File: src/rtl/reg_wb_arbiter.sv
// reg_wb_arbiter: write-back port arbiter for the 32x32 register file.
// Merges the in-order pipeline result with an auxiliary (mul/div) result
// stream. Auxiliary results wait in a small circular queue. A pipeline write
// always wins the port. A pipeline write to register R invalidates every
// queued entry for R, so a stale aux result can never overwrite a newer value.
// Optional macro WB_FWD_EN adds a combinational forwarding lookup over
// uncommitted writes. Without it, FwdHit/FwdData are tied to 0.
module reg_wb_arbiter #(
  parameter int AUX_DEPTH = 2
) (
  input  logic        Clk,
  input  logic        Rst,
  input  logic        PipeValid,
  input  logic [4:0]  PipeWrAddr,
  input  logic [31:0] PipeWrData,
  input  logic        AuxValid,
  input  logic [4:0]  AuxWrAddr,
  input  logic [31:0] AuxWrData,
  output logic        AuxReady,
  output logic        RegWrite,
  output logic [4:0]  RegWrAddr,
  output logic [31:0] RegWrData,
  input  logic [4:0]  FwdAddr,
  output logic        FwdHit,
  output logic [31:0] FwdData
);

  localparam int PW = (AUX_DEPTH > 1) ? $clog2(AUX_DEPTH) : 1;
  localparam int CW = PW + 1;
  localparam logic [CW-1:0] DEPTH_C = CW'(AUX_DEPTH);

  // queue storage
  logic [AUX_DEPTH-1:0]        r_vld;
  logic [AUX_DEPTH-1:0][4:0]   r_addr;
  logic [AUX_DEPTH-1:0][31:0]  r_data;
  logic [PW-1:0]               r_wptr;
  logic [PW-1:0]               r_rptr;
  logic [CW-1:0]               r_count;

  // registered write port
  logic        r_wr;
  logic [4:0]  r_wr_addr;
  logic [31:0] r_wr_data;

  logic w_pipe_sel;
  logic w_push;
  logic w_pop;
  logic w_push_vld;

  // Ready reflects registered occupancy only. A same-cycle pop does not free a slot.
  assign AuxReady   = (r_count < DEPTH_C) && !Rst;
  assign w_pipe_sel = PipeValid && (PipeWrAddr != 5'd0);
  assign w_push     = AuxValid && AuxReady;
  assign w_pop      = !w_pipe_sel && (r_count != '0);
  // A push is stored invalid for r0, or when it is shadowed by a same-edge pipe write.
  assign w_push_vld = (AuxWrAddr != 5'd0) &&
                      !(w_pipe_sel && (AuxWrAddr == PipeWrAddr));

  assign RegWrite  = r_wr;
  assign RegWrAddr = r_wr_addr;
  assign RegWrData = r_wr_data;

  // Output port arbitration: pipe first, then queue head, else idle with held addr/data.
  always_ff @(posedge Clk or posedge Rst) begin
    if (Rst) begin
      r_wr      <= 1'b0;
      r_wr_addr <= '0;
      r_wr_data <= '0;
    end else if (w_pipe_sel) begin
      r_wr      <= 1'b1;
      r_wr_addr <= PipeWrAddr;
      r_wr_data <= PipeWrData;
    end else if (w_pop) begin
      r_wr      <= r_vld[r_rptr];
      r_wr_addr <= r_addr[r_rptr];
      r_wr_data <= r_data[r_rptr];
    end else begin
      r_wr      <= 1'b0;
    end
  end

  // Queue entries. Push a new entry, clear the popped head, and cancel entries shadowed by a pipe write.
  always_ff @(posedge Clk or posedge Rst) begin
    if (Rst) begin
      r_vld  <= '0;
      r_addr <= '0;
      r_data <= '0;
    end else begin
      for (int i = 0; i < AUX_DEPTH; i++) begin
        if (w_push && (r_wptr == PW'(i))) begin
          r_vld[i]  <= w_push_vld;
          r_addr[i] <= AuxWrAddr;
          r_data[i] <= AuxWrData;
        end else if (w_pop && (r_rptr == PW'(i))) begin
          r_vld[i]  <= 1'b0;
        end else if (w_pipe_sel && (r_addr[i] == PipeWrAddr)) begin
          r_vld[i]  <= 1'b0;
        end
      end
    end
  end

  // Pointers wrap naturally because the depth is a power of two. Count tracks push minus pop.
  always_ff @(posedge Clk or posedge Rst) begin
    if (Rst) begin
      r_wptr  <= '0;
      r_rptr  <= '0;
      r_count <= '0;
    end else begin
      if (w_push) r_wptr <= r_wptr + 1'b1;
      if (w_pop)  r_rptr <= r_rptr + 1'b1;
      case ({w_push, w_pop})
        2'b10:   r_count <= r_count + 1'b1;
        2'b01:   r_count <= r_count - 1'b1;
        default: r_count <= r_count;
      endcase
    end
  end

`ifdef WB_FWD_EN
  logic          w_fwd_hit;
  logic [31:0]   w_fwd_data;
  logic [PW-1:0] w_fidx;

  // Walk the queue from oldest to youngest so the youngest match wins. Fall back to the output register.
  always_comb begin
    w_fwd_hit  = 1'b0;
    w_fwd_data = '0;
    w_fidx     = '0;
    if (FwdAddr != 5'd0) begin
      for (int k = 0; k < AUX_DEPTH; k++) begin
        w_fidx = r_rptr + PW'(k);
        if ((CW'(k) < r_count) && r_vld[w_fidx] && (r_addr[w_fidx] == FwdAddr)) begin
          w_fwd_hit  = 1'b1;
          w_fwd_data = r_data[w_fidx];
        end
      end
      if (!w_fwd_hit && r_wr && (r_wr_addr == FwdAddr)) begin
        w_fwd_hit  = 1'b1;
        w_fwd_data = r_wr_data;
      end
    end
  end

  assign FwdHit  = w_fwd_hit;
  assign FwdData = w_fwd_data;
`else
  logic [4:0] w_fwd_unused;
  assign w_fwd_unused = FwdAddr;
  assign FwdHit  = 1'b0;
  assign FwdData = '0;
`endif

endmodule
File: config.mk
export PLATFORM = sky130hd
export DESIGN_NAME = reg_wb_arbiter
export DESIGN_NICKNAME = d
export VERILOG_FILES = /design/src/rtl/reg_wb_arbiter.sv
export SDC_FILE = /design/constraint.sdc
export NUM_CORES = 1
export LEC_CHECK = 0
export CAP_MARGIN = 20
export CORE_UTILIZATION = 45
export CTS_BUF_LIST = sky130_fd_sc_hd__clkbuf_8
export DETAILED_ROUTE_END_ITERATION = 10
export HOLD_SLACK_MARGIN = 0.15
export PLACE_DENSITY_LB_ADDON = 0.25
export RECOVER_POWER = 100
export REMOVE_ABC_BUFFERS = 1
export SLEW_MARGIN = 20
export SYNTH_ARGS = -nofsm -noshare
export SYNTH_HDL_FRONTEND = slang
export SYNTH_SLANG_ARGS = --single-unit
File: constraint.sdc
create_clock -name Clk -period 5 [get_ports Clk]
set_input_delay 1.5 -clock Clk [delete_from_list [all_inputs] [get_ports Clk]]
set_output_delay 1.5 -clock Clk [all_outputs]
set_load 0.01 [all_outputs]
==> results_dict.tcl <==
set metrics [dict create \
    outcome "finished with violations" \
    failed_checks "max-capacitance violations, max-slew violations" \
    die-area_sq_mm 0.01279 \
    fin_crit_ps 4362 \
    hp-class "flop to flop" \
    critical-path-max-stage-delay_ps 1030 \
    powerDensity_mw_per_mm2 598.1 \
    clock-sinks 118 \
    drc 0 \
    drive_above_1_share 0.1735 \
    crit_type "input port to flop" \
    area_growth_pct 28.06 \
    slew_headroom -0.6119 \
    vias_per_cell 5.234 \
    cts_buffer_depth 2 \
    fin_tns_setup_ps 0 \
    seq_area_frac_synth 0.5315 \
    synthDistinctLibCells 35 \
    row_count 40 \
    dp_hpwl_um 7866 \
    fin_ws_ps 637.9 \
    final_common_cell "dfrtp_1" \
    crit_chain "dlygate4sd3_1 > or4_1 > o21a_1 > nor3_1 > o32ai_1" \
    clock.fmax_mhz 229.2 \
    core_area_sq_mm 0.01201 \
    worstMarginPinSlew_ps 2415 \
    postCtsSetupBuffers 0 \
    maxSlewViolCount 63 \
    drtPass1Iterations 4 \
    place_ws_ps 810.3 \
    critPathLaunchType "input port" \
    io_buffers 116 \
    ys_ff_latch 118 \
    ant_nets 0 \
    r2r_setup_slack_ps 1910 \
    final_cell_mix "117 x dfrtp_1, 75 x clkdlybuf4s50_1, 69 x mux2_2" \
    cts_resized 0 \
    ys_async_sr_fraction 1.000 \
    synth-edff-count 0 \
    via_count 3967 \
    worstPathMaxFanout 33 \
    antenna_found_initial 0 \
    finalSetupViolations 0 \
    n_fill_cell 1055 \
    diodes 0 \
    die_w_um 113.1 \
    die_y_um 113.1 \
    wire_per_inst_um 15.87 \
    io_pins 155 \
    hold_buffers 0 \
    drt_wl_total_um 12030 \
    worstHoldStart "r_data[1]" \
    rsz0062_at_grt "no" \
    final_net_count 681 \
    netlist_area_sq_mm 0.005555 \
    p_leak_nw 3.094 \
    cp-end-kind "flop" \
    min_period_over_period 0.8724 \
    grt_pass1_vias 3991 \
    clock_latency_ps 420 \
    h-tree-depth 4 \
    drtIter0Drc 161 \
    ir_drop_mv 0.2566 \
    cap_violations 1 \
    arrival_ps 4590 \
    syn_avg_cell_area_sq_um 11.34 \
    finalHoldViolCount 0 \
    crit_required_ps 5230 \
    overflow 0 \
    cts_tree "done" \
    skew_ps 8.828 \
    cp-startpoint "PipeWrAddr[4]" \
    synth_ff_type "dfrtp_1" \
    grt_pass1_wl_um 19970 \
    grt_max_degree 64 \
    clk_pin_slew_worst_paths_ps 70 \
    synthCells 490 \
    slowest_stage "nor3_1" \
    cts_buffers 17 \
    clock-root-buffer "clkbuf_8" \
    r2r-start "r_count[1]" \
    start_util 0.4625 \
    yosys_warnings 0 \
    track_usage 0.2016 \
    place.gp.congestion 0.8376 \
]
[metrics by stage]
step	cell area, sq um	std cells	util	hold WS [ps]	power [W]
2_1_floorplan	5269	457	-	470.6	0.002696
3_3_place_gp	6700	726	0.5578	482.6	0.003293
3_5_place_dp	6700	726	0.5578	490.9	0.003356
4_1_cts	7167	758	0.5967	507.6	0.004373
5_1_grt	7114	758	0.5923	519.4	0.004536
6_report	7114	758	0.5923	504.6	0.004255
[registers in the layout, summed over array words and instances, names as in the netlist]
name,count
r_wptr,1
r_count,2
r_vld,2
RegWrite,1
r_data,64
RegWrAddr,5
r_addr,10
r_rptr,1
RegWrData,32
[synthesized netlist by cell type, drive strengths merged (2+ instances only)]
library cell    n  area (sq um)
a21oi          38         190.2
a221o          18         180.2
buf            48         342.8
clkbuf         17         63.81
dfrtp         118          2953
mux2           69         777.0
mux2i          20         200.2
nand2          61         229.0
nand2b          2         12.51
nand3           9         45.04
nand3b         13         97.59
nor2           22         82.58
nor3            2         21.27
nor4            2         12.51
o21ai          22         113.9
o32ai           2         17.52
xnor2          11         96.34
xor2            4         35.03
[per-layer routing]
metal,vias up,GRT usage,share of wire
met1,1943,0.2615,0.44
li1,1863,-,-
met4,0,0.06754,0.0074
met5,-,0,0
met2,151,0.3202,0.47
met3,10,0.06481,0.077
[final cells by class]
type | instances | area [sq um] | share of cell area
Clock buffer | 21 | 289.0 | 0.04063
Clock inverter | 11 | 177.7 | 0.02497
Inverter | 1 | 3.754 | 0.0005276
Multi-Input combinational cell | 338 | 2301 | 0.3234
Sequential cell | 118 | 2954 | 0.4152
Tap cell | 147 | 183.9 | 0.02585
Timing Repair Buffer | 122 | 1205 | 0.1694
[worst max-delay path: cells and delay by family]
| family | cells | cell delay, ps |
|---|---|---|
| AO/OA/AOI/OAI | 2 | 850 |
| AND/OR/NAND/NOR | 2 | 1580 |
| buffers and inverters | 1 | 650 |
[report_power, final]
group / switching (W) / internal (W) / leakage (nW)
clock: 0.000363 / 0.000641 / 0.248
sequential: 0.000323 / 0.00142 / 1.42
combinational: 0.000691 / 0.000821 / 1.43
total: 0.00138 / 0.00288 / 3.09
[final timing paths]
check / depth (start not counted) / endpoint
max reg2reg: 4 / r_data[41]
max in group asynchronous: 2 / RegWrData[12]
min reg2reg: 1 / r_data[1]
max: 5 / r_vld[0]
min in group asynchronous: 2 / r_addr[3]
min: 1 / r_data[1]
[kinds of logic after synthesis]
logic type / share of synthesized area
flops: 0.5315
simple gates: 0.09685
mux: 0.1759
compound gates: 0.09752
buf+inv: 0.07387
xor+xnor: 0.02365
other cells: 0.0006750
Note: power is estimated with default switching activity, not from simulation.
